<file path="src/rtl/jtdsp16_rom_arb.sv">
// jtdsp16_rom_arb: shares the program ROM among instruction fetch, data reads
// and the byte-wide programming port, with an optional slow external bus.
module jtdsp16_rom_arb #(
    parameter int EXT_WAIT = 1
) (
    input  logic        clk,
    input  logic        rst,
    input  logic        cen,
    input  logic        ext_mode,
    input  logic        hold,
    input  logic        fetch_req,
    input  logic [15:0] fetch_addr,
    input  logic        data_req,
    input  logic [15:0] data_addr,
    input  logic        prog_req,
    input  logic [12:0] prog_addr,
    input  logic [7:0]  prog_data,
    input  logic [15:0] rom_dout,
    input  logic [15:0] rb_din,
    output logic [15:0] rom_addr,
    output logic [15:0] ab,
    output logic        rom_we,
    output logic [12:0] rom_waddr,
    output logic [7:0]  rom_wdata,
    output logic        fetch_ack,
    output logic        data_ack,
    output logic        prog_ack,
    output logic [15:0] rd_data,
    output logic        pc_halt
);

    typedef enum logic [2:0] {
        S_IDLE,
        S_RD_INT,
        S_RD_EXT,
        S_WAIT,
        S_WR
    } state_t;

    typedef enum logic [1:0] {
        OWN_FETCH,
        OWN_DATA,
        OWN_PROG
    } owner_t;

    // Index of the last wait cycle; the external data is sampled there.
    localparam logic [1:0] WLAST = (EXT_WAIT == 0) ? 2'd0 : 2'(EXT_WAIT - 1);

    state_t     state;
    state_t     state_nxt;
    owner_t     owner;
    logic [1:0] wcnt;
    logic [1:0] starve;
    logic       done;
    logic       arb_ok;
    logic       cpu_ok;
    logic       fetch_pri;
    logic       g_prog;
    logic       g_data;
    logic       g_fetch;

    // Completion detect, arbitration, next state and the PC stall signal.
    always_comb begin
        done      = 1'b0;
        state_nxt = state;
        unique case (state)
            S_RD_INT: done = 1'b1;
            S_WR:     done = 1'b1;
            S_RD_EXT: done = (EXT_WAIT == 0);
            S_WAIT:   done = (wcnt == WLAST);
            default:  done = 1'b0;
        endcase

        arb_ok    = (state == S_IDLE) || done;
        fetch_pri = (starve == 2'd2);
        g_prog    = arb_ok && hold && prog_req;
        cpu_ok    = arb_ok && !hold;
        g_data    = cpu_ok && data_req && !(fetch_req && fetch_pri);
        g_fetch   = cpu_ok && fetch_req && !g_data;

        if (done) begin
            state_nxt = S_IDLE;
        end else if (state == S_RD_EXT) begin
            state_nxt = S_WAIT;
        end

        if (g_prog) begin
            state_nxt = S_WR;
        end else if (g_data || g_fetch) begin
            state_nxt = ext_mode ? S_RD_EXT : S_RD_INT;
        end

        // An internal read always finishes at the next cen edge, so only the
        // multi-cycle external access stalls the PC once granted.
        pc_halt = (fetch_req && !g_fetch) ||
                  ((owner == OWN_FETCH) &&
                   ((state == S_RD_EXT) || (state == S_WAIT)));
    end

    // State, owner, buses and completion strobes advance on cen edges only.
    always_ff @(posedge clk) begin
        if (rst) begin
            state     <= S_IDLE;
            owner     <= OWN_FETCH;
            wcnt      <= 2'd0;
            starve    <= 2'd0;
            rom_addr  <= 16'd0;
            ab        <= 16'd0;
            rom_we    <= 1'b0;
            rom_waddr <= 13'd0;
            rom_wdata <= 8'd0;
            fetch_ack <= 1'b0;
            data_ack  <= 1'b0;
            prog_ack  <= 1'b0;
            rd_data   <= 16'd0;
        end else if (cen) begin
            state     <= state_nxt;
            fetch_ack <= 1'b0;
            data_ack  <= 1'b0;
            prog_ack  <= 1'b0;
            rom_we    <= g_prog;

            if (state == S_RD_EXT) begin
                wcnt <= 2'd0;
            end else if (state == S_WAIT) begin
                wcnt <= wcnt + 2'd1;
            end

            if (done) begin
                unique case (owner)
                    OWN_FETCH: fetch_ack <= 1'b1;
                    OWN_DATA:  data_ack  <= 1'b1;
                    default:   prog_ack  <= 1'b1;
                endcase
                if (owner != OWN_PROG) begin
                    rd_data <= (state == S_RD_INT) ? rom_dout : rb_din;
                end
            end

            if (!fetch_req || g_fetch) begin
                starve <= 2'd0;
            end else if (g_data && (starve != 2'd2)) begin
                starve <= starve + 2'd1;
            end

            if (g_prog) begin
                owner     <= OWN_PROG;
                rom_waddr <= prog_addr;
                rom_wdata <= prog_data;
            end else if (g_data) begin
                owner <= OWN_DATA;
                if (ext_mode) ab <= data_addr;
                else rom_addr <= data_addr;
            end else if (g_fetch) begin
                owner <= OWN_FETCH;
                if (ext_mode) ab <= fetch_addr;
                else rom_addr <= fetch_addr;
            end
        end
    end

endmodule
</file>
<file path="config.mk">
export PLATFORM = sky130hd
export DESIGN_NAME = jtdsp16_rom_arb
export DESIGN_NICKNAME = d
export VERILOG_FILES = /design/src/rtl/jtdsp16_rom_arb.sv
export SDC_FILE = /design/constraint.sdc
export NUM_CORES = 1
export LEC_CHECK = 0
export CAP_MARGIN = 20
export CELL_PAD_IN_SITES_DETAIL_PLACEMENT = 1
export CELL_PAD_IN_SITES_GLOBAL_PLACEMENT = 2
export CORE_MARGIN = 3
export CORE_UTILIZATION = 25
export CTS_BUF_LIST = sky130_fd_sc_hd__clkbuf_4 sky130_fd_sc_hd__clkbuf_8
export CTS_CLUSTER_DIAMETER = 200
export DETAILED_ROUTE_END_ITERATION = 7
export PLACE_DENSITY = 0.95
export SETUP_SLACK_MARGIN = 0.1
export SLEW_MARGIN = 25
export SYNTH_ARGS = -nofsm -noshare
export SYNTH_HDL_FRONTEND = slang
export SYNTH_SLANG_ARGS = --single-unit
</file>
<file path="constraint.sdc">
create_clock -name clk -period 5.45 [get_ports clk]
set_input_delay 1.09 -clock clk [delete_from_list [all_inputs] [get_ports clk]]
set_output_delay 1.09 -clock clk [all_outputs]
set_load 0.02 [all_outputs]
</file>
==> impl_metrics.env, run 1 <==
export IMPL_drtAntennaViolNets=0
export IMPL_whs_path_depth=2
export IMPL_critPathBufInv=2
export IMPL_setup_violations=0
export IMPL_clk_latency_ns=0.37
export IMPL_cts_tree="built"
export IMPL_slowest_delay_ns=0.69
export IMPL_port_buffers=166
export IMPL_drv_slew=0
export IMPL_synth_area_leaders="dfxtp_1 46%, nand2_1 8.3%, a311oi_1 7.3%"
export IMPL_cts_resized=0
export IMPL_syn2layout_area_growth_pct=53.2
export IMPL_grt_pass1_wl_microns=20000
export IMPL_first_pass_iters=4
export IMPL_gp_congestion=0.816
export IMPL_die_w_microns=126
export IMPL_clkSinkCount=82
export IMPL_vias=3601
export IMPL_path_max_fanout=8
export IMPL_dp_hpwl_microns=8920
export IMPL_finClkSkew_ns=0.0119
export IMPL_grt_use_total_pct=15.6
export IMPL_r2r_end="rd_data[2]$_SDFFE_PP0P_"
export IMPL_cts_root_buf="clkbuf_8"
export IMPL_synth_common_cells="82 x dfxtp_1, 80 x nand2_1, 49 x a21oi_1"
export IMPL_post_cts_buffers=0
export IMPL_rrSetupSlack_ns=2.82
export IMPL_viasPerCell=4.85
export IMPL_drv_cap=0
export IMPL_worst_hold_path_endpoint="rom_wdata[0]$_SDFFE_PP0P_"
export IMPL_fillers=1669
export IMPL_cpMostUsedCell="clkdlybuf4s50_1"
export IMPL_tns_ns=0
export IMPL_ys_ff_latch=82
export IMPL_synth_edff_count=0
export IMPL_drive_above_1_share_pct=7.30
export IMPL_power_leakage_nw=1.82
export IMPL_hp_start="rom_wdata[0]$_SDFFE_PP0P_"
export IMPL_grt_max_degree=43
export IMPL_netlist_area_sq_mm=0.00360
export IMPL_cts_buffers=9
export IMPL_reg2regPathDepth=4
export IMPL_cp_end_kind="output port"
export IMPL_timing_rr_start="state[0]$_SDFFE_PP0P_"
export IMPL_h_tree_depth=3
export IMPL_grt_setup_unrepaired="false"
export IMPL_ys_flop_type="dfxtp_1"
export IMPL_antenna_found_initial=0
export IMPL_cp_arrival_ns=2.96
export IMPL_initial_utilization_pct=25.8
export IMPL_yosysMostFrequentCell="dfxtp_1"
export IMPL_fp_row_count=43
export IMPL_status="finished, final reports clean"
export IMPL_critPathTopFamily="buffers and inverters"
export IMPL_slew_headroom_pct=35.1
export IMPL_drcViolationCount=0
export IMPL_ir_drop_mv=0.166
export IMPL_yosysWarnings=0
export IMPL_cts_hold_buffers_added=0
export IMPL_synth_area_per_cell_sq_um=8.81
export IMPL_cts_max_path_buffers=2
export IMPL_cp_slowest_cell="clkdlybuf4s50_1"
export IMPL_async_flop_share_pct=0
export IMPL_final_core_util_pct=39.5
export IMPL_nets=652
export IMPL_hold_class="reg2reg"
export IMPL_die_h_microns=126
export IMPL_path_class="in2out"
export IMPL_synth_cells=409
export IMPL_dieArea_sq_mm=0.0159
export IMPL_synthesis_nets=504
export IMPL_routed_wirelength_microns=12300
export IMPL_grt_overflow=0
export IMPL_n_antenna_cell=0
export IMPL_core_area_sq_mm=0.0140
export IMPL_crit_chain="clkdlybuf4s50_1, a21boi_0, o21ai_0, o41ai_1, clkdlybuf4s50_1"
export IMPL_finalCriticalPeriod_ns=4.05
export IMPL_synth_seq_area_share_pct=45.6
export IMPL_synth_distinct_cells=45
export IMPL_clock_fmax_mhz=247
export IMPL_tightestPinTransition_ns=0.970
export IMPL_power_density_mw_per_mm2=259
export IMPL_grt_pass1_vias=3918
export IMPL_wl_per_cell_microns=16.6
export IMPL_netlist_area_leader_share_pct=45.6
export IMPL_cp_required_ns=4.36
export IMPL_drt_iter0_drc=159
export IMPL_hold_violations=0
export IMPL_cts_reportedPaths_clkPinSlew_ns=0.09
export IMPL_synth_largest_area_cell="dfxtp_1"
export IMPL_cp_start_kind="input pin"
export IMPL_io_pins=167
export IMPL_finalCritPeriodShare_pct=74.4
[report_power, final]
| part | internal (mW) | switching [mW] | total [mW] |
|---|---|---|---|
| registers | 0.629 | 0.0227 | 0.652 |
| clock network | 0.216 | 0.246 | 0.461 |
| logic | 0.156 | 0.159 | 0.315 |
| total | 1.00 | 0.427 | 1.43 |
[stage by stage]
step	cells	area [sq um]	setup slack [ns]	total power [mW]	hold WS, ns
final	742	5520	1.40	1.43	0.460
after global routing	742	5520	1.24	1.50	0.484
after detailed placement	725	5310	1.40	0.984	0.449
after CTS	741	5510	1.39	1.45	0.464
after floorplan	409	3600	2.65	0.829	0.450
after global placement	725	5310	1.44	0.971	0.442
[registers in the layout (all words and copies together) (netlist names), 2 cells and up]
| name | cells |
|---|---|
| state | 3 |
| rd_data | 16 |
| rom_addr | 16 |
| owner | 2 |
| wcnt | 2 |
| ab | 16 |
| rom_waddr | 13 |
| rom_wdata | 8 |
| starve | 2 |
[kinds of logic after synthesis]
logic type	after synthesis	synth area share (%)
adders and majority gates	2	0.695
and+or+nand+nor	147	18.8
muxes	17	4.72
buffers and inverters	42	6.56
AOI/OAI and AO/OA	119	23.6
DFF	82	45.6
[layer usage]
metal | vias to the layer above | share of wire [%] | track usage, %
li1 | 1754 | - | -
met1 | 1723 | 41 | 17.2
met2 | 114 | 50 | 27.6
met3 | 10 | 8.0 | 6.02
met4 | 0 | 1.3 | 4.61
met5 | - | 0 | 0
[cell usage in the layout (no fill, tap or decap), types with 2 or more instances in the layout]
cell type / count
a21oi_1: 49
clkbuf_8: 9
inv_1: 7
a311oi_1: 30
dfxtp_1: 82
inv_6: 3
buf_4: 4
nand3b_1: 3
nand4_1: 3
o21ai_0: 6
o211ai_1: 2
mux2i_1: 17
ha_1: 2
nor4_4: 2
nand3_1: 3
clkinvlp_4: 2
nand4b_1: 2
nand2_1: 80
o22ai_1: 2
a211oi_1: 8
nand2b_1: 3
or4_1: 2
a211oi_2: 10
clkdlybuf4s50_1: 165
nor2_1: 39
a21boi_0: 3
[how the worst max path moves through the flow]
stage | slack (ns) | endpoint | from | depth (start not counted)
finish | 1.40 | pc_halt | fetch_req | 5
global route | 1.24 | pc_halt | fetch_req | 5
CTS | 1.39 | pc_halt | fetch_req | 5
detailed placement | 1.40 | pc_halt | fetch_req | 5
global placement | 1.44 | pc_halt | fetch_req | 5
floorplan | 2.65 | pc_halt | data_req | 3
[tightest hold or removal path, cell delays in order, from the launching register on]
cell and delay [ns]:
dfxtp_1 0.32, nand2_1 0.05, a21oi_1 0.05
[cell type report]
class	count	area, sq um	area share (%)
tap	180	225	4.08
sequential	82	1640	29.7
timing repair buffer	171	1700	30.8
inverter	8	30.0	0.544
clock inverter	7	76.3	1.38
clock buffer	9	124	2.24
multi-input combinational	285	1720	31.2
(Power assumes the default switching activity.)
==> inputs of run 2 (changes only) <==
Settings changed: CORE_UTILIZATION 25 to 21, PLACE_DENSITY 0.95 to 0.89.
Clock period 5.45 ns to 3.7 ns, I/O delays scaled along.
==> impl_metrics.env, run 2 (synthesis results as in run 1) <==
export IMPL_drcViolationCount=0
export IMPL_cts_hold_buffers_added=0
export IMPL_grt_pass1_wl_microns=20000
export IMPL_design_area_sq_mm=0.00557
export IMPL_antenna_found_initial=0
export IMPL_drv_slew=0
export IMPL_multi_input_area_sq_mm=0.00172
export IMPL_clk_latency_ns=0.36
export IMPL_post_cts_buffers=0
export IMPL_cts_tree="built"
export IMPL_reg_largest_list="ab x16, rd_data x16, rom_addr x16"
export IMPL_grt_pass1_vias=3994
export IMPL_grt_max_degree=44
export IMPL_path_max_fanout=8
export IMPL_cp_end_kind="output port"
export IMPL_path_class="in2out"
export IMPL_viasPerCell=4.67
export IMPL_ff_latch_area_sq_mm=0.00164
export IMPL_power_mw=2.00
export IMPL_power_density_mw_per_mm2=359
export IMPL_hold_violations=0
export IMPL_hold_class="reg2reg"
export IMPL_drt_iter0_drc=117
export IMPL_vias=3673
export IMPL_syn2layout_area_growth_pct=54.6
export IMPL_clock_fmax_mhz=307
export IMPL_die_w_microns=137
export IMPL_fillers=1954
export IMPL_initial_utilization_pct=21.6
export IMPL_finalCritPeriodShare_pct=87.9
export IMPL_routed_wirelength_microns=12800
export IMPL_cts_max_path_buffers=2
export IMPL_dp_hpwl_microns=9390
export IMPL_place_area_sq_mm=0.00541
export IMPL_clkSinkCount=82
export IMPL_cts_buffers=9
export IMPL_io_pins=167
export IMPL_final_core_util_pct=33.3
export IMPL_cp_start_kind="input pin"
export IMPL_status="finished, final reports clean"
export IMPL_drtAntennaViolNets=0
export IMPL_grt_setup_unrepaired="false"
export IMPL_stdcell_count=786
export IMPL_nets=658
export IMPL_finalCriticalPeriod_ns=3.25
export IMPL_layout_common_cells="165 x clkdlybuf4s50_1, 82 x dfxtp_1, 80 x nand2_1"
export IMPL_tightestPinTransition_ns=1.00
export IMPL_dp_cells=772
export IMPL_cts_root_buf="clkbuf_8"
export IMPL_port_buffers=166
export IMPL_setup_violations=0
export IMPL_core_area_sq_mm=0.0167
export IMPL_cts_reportedPaths_clkPinSlew_ns=0.08
export IMPL_gp_congestion=0.711
export IMPL_cp_arrival_ns=2.51
export IMPL_rrSetupSlack_ns=1.48
export IMPL_layout_commonest_cell="clkdlybuf4s50_1"
export IMPL_h_tree_depth=3
export IMPL_drive_above_1_share_pct=7.95
export IMPL_cp_required_ns=2.96
export IMPL_finClkSkew_ns=0.0142
export IMPL_wl_per_cell_microns=16.3
export IMPL_grt_overflow=0
export IMPL_cts_resized=0
export IMPL_die_h_microns=137
export IMPL_tns_ns=0
export IMPL_n_antenna_cell=0
export IMPL_first_pass_iters=4
export IMPL_drv_cap=0
export IMPL_fp_row_count=47
export IMPL_power_leakage_nw=1.83
export IMPL_dieArea_sq_mm=0.0188
export IMPL_ir_drop_mv=0.139
export IMPL_slew_headroom_pct=32.9
export IMPL_grt_use_total_pct=13.4
## run 2: power by group
group | internal [mW] | switching (mW)
Clock | 0.235 | 0.336
Sequential | 0.927 | 0.0332
Combinational | 0.234 | 0.236
## run 2: worst max-delay path: stages
cell and delay, ns:
clkdlybuf4s50_1 0.54, a21boi_0 0.30, o21ai_0 0.13, o41ai_1 0.10, clkdlybuf4s50_1 0.70
## run 2: stage by stage
stage | hold slack, ns | setup WS [ns]
floorplan | 0.450 | 1.60
global placement | 0.442 | 0.468
finish | 0.459 | 0.447
global route | 0.490 | 0.321
CTS | 0.465 | 0.435
detailed placement | 0.450 | 0.442
## run 2: path summary, 6_finish.rpt
kind / cells after the start / start / end
worst max-delay path: 5 / fetch_req / pc_halt
worst min-delay path: 2 / rom_waddr[5]$_SDFFE_PP0P_ / rom_waddr[5]$_SDFFE_PP0P_
worst max register to register: 7 / starve[0]$_SDFFE_PP0P_ / ab[8]$_SDFFE_PP0P_
worst min register to register: 2 / rom_waddr[5]$_SDFFE_PP0P_ / rom_waddr[5]$_SDFFE_PP0P_
## run 2: area by class of cell
cell class	count	share of cell area [%]
Clock buffer	9	2.22
Clock inverter	5	0.607
Inverter	8	0.539
Multi-Input combinational cell	285	31.0
Sequential cell	82	29.5
Tap cell	220	4.94
Timing Repair Buffer	177	31.2
## run 2: per-layer routing
layer	wire (microns)	vias to the layer above	GRT usage [%]
li1	-	1768	-
met1	5180	1776	14.6
met2	6310	115	23.6
met3	1160	14	5.11
met4	188	0	4.99
met5	0	-	0
==> RTL edit 1: new RTL, flow settings as in run 2 <==
Add an input register stage for `ext_mode`, without a reset; this delays it by one clock. The other inputs are not delayed to match.
--- a/src/rtl/jtdsp16_rom_arb.sv
+++ b/src/rtl/jtdsp16_rom_arb.sv
@@ -48,2 +48,8 @@
 
+    logic ext_mode_q;
+
+    always_ff @(posedge clk) begin
+        ext_mode_q <= ext_mode;
+    end
+
     state_t     state;
@@ -89,3 +95,3 @@
         end else if (g_data || g_fetch) begin
-            state_nxt = ext_mode ? S_RD_EXT : S_RD_INT;
+            state_nxt = ext_mode_q ? S_RD_EXT : S_RD_INT;
         end
@@ -151,3 +157,3 @@
                 owner <= OWN_DATA;
-                if (ext_mode) ab <= data_addr;
+                if (ext_mode_q) ab <= data_addr;
                 else rom_addr <= data_addr;
@@ -155,3 +161,3 @@
                 owner <= OWN_FETCH;
-                if (ext_mode) ab <= fetch_addr;
+                if (ext_mode_q) ab <= fetch_addr;
                 else rom_addr <= fetch_addr;
Behaviour: not the same (a bounded check fails within 4 cycles, from zero or initial values and one cycle with rst high).
==> RTL edit 1 against run 2 <==
  * Total power up 6.7%
  * Synthesized area up 0.56%
  * Die area up 0.53%
  * Setup slack better by 14 ps
  * Sequential cell count up 1
  * Wire length down 0.76%
  * Cell area up 1.1%
  * Critical path depth up 1
  * Critical path type unchanged
==> RTL edit 1: results (changes against run 2) <==
[status]
status=finished clean

[route]
dr_wl_met2_um=6400  ; +1.4%
vias_per_cell=4.66  ; -0.17%
wl_met3_um=986  ; -15%
drtIter0Drc=83  ; -29%
top_layer=met4
wire_per_inst_um=16.2  ; -1.0%
drt-met1-wl_um=5090  ; -1.7%

[place]
gp_congestion=0.738  ; +3.8%
dpl_cell_area_um2=5420  ; +0.23%
place_hpwl_um=9560  ; +1.8%

[global_route]
grt_usage_pct=13.4  ; -0.061 points
grt_max_degree=33  ; -25%
grt_pass1_vias=4016  ; +0.55%
grt_pass1_wl_um=20000  ; -0.13%

[finish]
fin_nets=658  ; unchanged
layout-drive-gt1-share_pct=8.10  ; +0.15 points

[setup_path]
path_max_fanout=6  ; -2
worstPathArrival_ps=2500  ; about the same

[clock_tree]
cts-root-buf=clkbuf_8
cts_made_buffers=9  ; unchanged
cts_buffer_depth=2  ; unchanged
cts_max_level=3  ; unchanged
cts_setup_buffers=0  ; unchanged

[pwr]
p_leak_nw=1.85  ; +1.6%
ir_drop_uv=209  ; +51%

[synthesis]
synth_seq_area_share_pct=45.9  ; +0.30 points
synth_async_sr_flop_share_pct=0  ; unchanged
synth_common_cells=83 x dfxtp_1, 80 x nand2_1, 49 x a21oi_1
syn-num-nets=505  ; +0.20%
synth_area_leaders=dfxtp_1 46%, nand2_1 8.3%, a311oi_1 7.3%

[sta]
whs_ps=459  ; -0.193 ps
tightest_slew_ps=970  ; -32.8 ps
skew_ps=15.1  ; +0.953 ps

RTL edit 1: final timing paths:
kind,startpoint,end,cells after the start
max reg2reg,starve[0]$_SDFFE_PP0P_,rom_addr[11]$_SDFFE_PP0P_,7
max,hold,pc_halt,6
min reg2reg,rom_waddr[5]$_SDFFE_PP0P_,rom_waddr[5]$_SDFFE_PP0P_,2
min,rom_waddr[5]$_SDFFE_PP0P_,rom_waddr[5]$_SDFFE_PP0P_,2
RTL edit 1: layout make-up:
cell class              count  area, µm²
clock buffers               9        124
well taps                 220        275
repair buffers            176       1730
flip-flops and latches     83       1660
multi-input cells         285       1720
clock inverters             7       83.8
fillers                  1940      11100
inverters                   8       30.0
RTL edit 1: per-layer routing:
layer  GRT usage (%)  up-vias
met2            23.9      119
met5               0        -
met1            14.7     1771
met3            4.09       14
met4            5.43        0
li1                -     1772
RTL edit 1: logic make-up (layout without fill, tap and decap cells):
group	count (synthesis)	in the layout	synth area share, %
buf+inv	42	200	6.53
flops	83	83	45.9
compound gates	119	119	23.5
fa+ha+maj	2	2	0.691
mux	17	17	4.70
simple gates	147	147	18.7
RTL edit 1: power breakdown:
group	internal (mW)	total (mW)	switching [mW]	leakage (nW)
Clock	0.325	0.696	0.371	0.103
Sequential	0.938	0.972	0.0338	0.676
Combinational	0.234	0.467	0.234	1.08
Total	1.50	2.14	0.639	1.85
RTL edit 1: critical path, stage by stage:
cell	delay, ps
clkdlybuf4s50_1	500
a21oi_2	270
nand2_1	100
o21ai_0	190
o41ai_1	110
clkdlybuf4s50_1	580
RTL edit 1: per-stage QoR:
stage	worst slack (ps)	utilization, %	instances
2_1_floorplan	1600	-	410
3_3_place_gp	468	32.4	772
3_5_place_dp	487	32.4	772
4_1_cts	458	33.6	788
5_1_grt	315	33.6	788
6_report	461	33.6	788
==> RTL edit 2: new RTL, flow settings as in run 2 <==
Made on the original files. Reset style: asynchronous (`rst`), changed in one clocked block.
--- a/src/rtl/jtdsp16_rom_arb.sv
+++ b/src/rtl/jtdsp16_rom_arb.sv
@@ -100,3 +100,3 @@
     // State, owner, buses and completion strobes advance on cen edges only.
-    always_ff @(posedge clk) begin
+    always_ff @(posedge clk or posedge rst) begin
         if (rst) begin
Function: differs if rst is asserted again (counterexample within 4 cycles, from zero or initial values and one cycle with rst high); with rst held inactive, the same outputs for 4 cycles.
==> RTL edit 2 against run 2 <==
  * Cell area up 6.3%
  * Sequential share of layout area is 5.2 points higher
  * Synthesized area increased by 6.6%
  * Global-route usage shrank 2.5 points
  * Setup slack improved by 50 ps
  * Critical path depth up 1
  * Wire length fell by 16%
  * Sequential cell count unchanged
  * Critical path type unchanged
  * Critical endpoint unchanged
Power is not compared: it rests on default switching activity, and its combinational part moved more than twofold at a synthesized area within 25%.
==> RTL edit 2: results (changes against run 2) <==
[route]
wire_per_inst_um=16.0  ; -2.3%
top_layer=met5
wl_um=10700  ; -16%
dr.pass1.iters=2  ; -2
wl_met3_um=1250  ; +8.1%
vias_per_cell=4.20  ; -10%
dr_wl_met2_um=5420  ; -14%
drt-met1-wl_um=3900  ; -25%
drtIter0Drc=62  ; -47%

[place]
place_inst=656  ; -15%
dp_slack_ps=483  ; +40.5 ps
place_hpwl_um=8380  ; -11%
port_buffers=166  ; unchanged
dpl_cell_area_um2=5710  ; +5.6%
gp_congestion=0.718  ; +0.93%

[setup_path]
rr_endpoint=ab[9]$_DFFE_PP0P_
slowest_stage=clkdlybuf4s50_1
crit_path_max_incr_delay_ps=550  ; -150 ps
r2r_slack_ps=1430  ; -50 ps
reg2reg_depth=6  ; -1
r2r-start=wcnt[0]$_DFFE_PP0P_
crit_start=hold
path_max_fanout=4  ; -4
worstPathArrival_ps=2460  ; -50 ps

[global_route]
grt_pass1_vias=3221  ; -19%
grt_pass1_wl_um=17200  ; -14%
gr-usage-met3_pct=6.04  ; +0.93 points
antenna_found_initial=2  ; +2
grt_max_degree=36  ; -18%
grt_usage_pct=10.9  ; -2.5 points
use_met2_pct=19.0  ; -4.6 points
grtUsageMet1_pct=11.4  ; -3.2 points

[sta]
slew_headroom_pct=40.1  ; +7.1 points
fin_crit_ps=3200  ; -49.6 ps
skew_ps=7.66  ; -6.53 ps
whs_ps=499  ; +40.1 ps

[worst_hold_path]
hold_start=wcnt[0]$_DFFE_PP0P_
min_to=wcnt[0]$_DFFE_PP0P_
hold_path_depth=2  ; unchanged

[finish]
layout-drive-gt1-share_pct=29.8  ; +22 points
fill_cells=1904  ; -2.6%
fin_nets=537  ; -18%

[synthesis]
synth_async_sr_flop_share_pct=100  ; +100 points
synthFlopType=dfrtp_1
yosysUniqueCellTypes=37  ; -18%
syn-num-nets=368  ; -27%
synth_area_leaders=dfrtp_1 53%, mux2_2 24%, mux2_4 7.4%
netlist_instances=273  ; -33%
synth_common_cells=82 x dfrtp_1, 82 x mux2_2, 19 x mux2_4
synth_seq_area_share_pct=53.4  ; +7.8 points

[status]
status=finished clean

[pwr]
p_leak_nw=2.48
p_sw_mw=1.67

[clock_tree]
cts_made_buffers=9  ; unchanged

[RTL edit 2: cell count changes in the layout (fill, tap and decap cells not counted), moves of 8 or more]
cell	delta
mux2_2	+82
dfrtp_1	+82
a311oi_1	-30
mux2_4	+19
nand2_1	-63
a21oi_1	-49
dfxtp_1	-82
a211oi_2	-10
mux2i_1	-15
a211oi_1	-8
nor2_1	-37
[RTL edit 2: layout make-up]
cell class	instances	area [µm²]	share of cell area, %
multi-input cells	166	1640	27.6
well taps	225	282	4.76
repair buffers	171	1700	28.7
inverters	12	46.3	0.782
clock buffers	12	153	2.58
flip-flops and latches	82	2050	34.7
clock inverters	4	51.3	0.867
[RTL edit 2: cell families after synthesis]
logic type / count (synthesis) / share of synthesized area (%)
mux: 103 / 32.0
flops: 82 / 53.4
simple gates: 38 / 5.54
buf+inv: 25 / 4.01
compound gates: 23 / 4.40
fa+ha+maj: 2 / 0.651
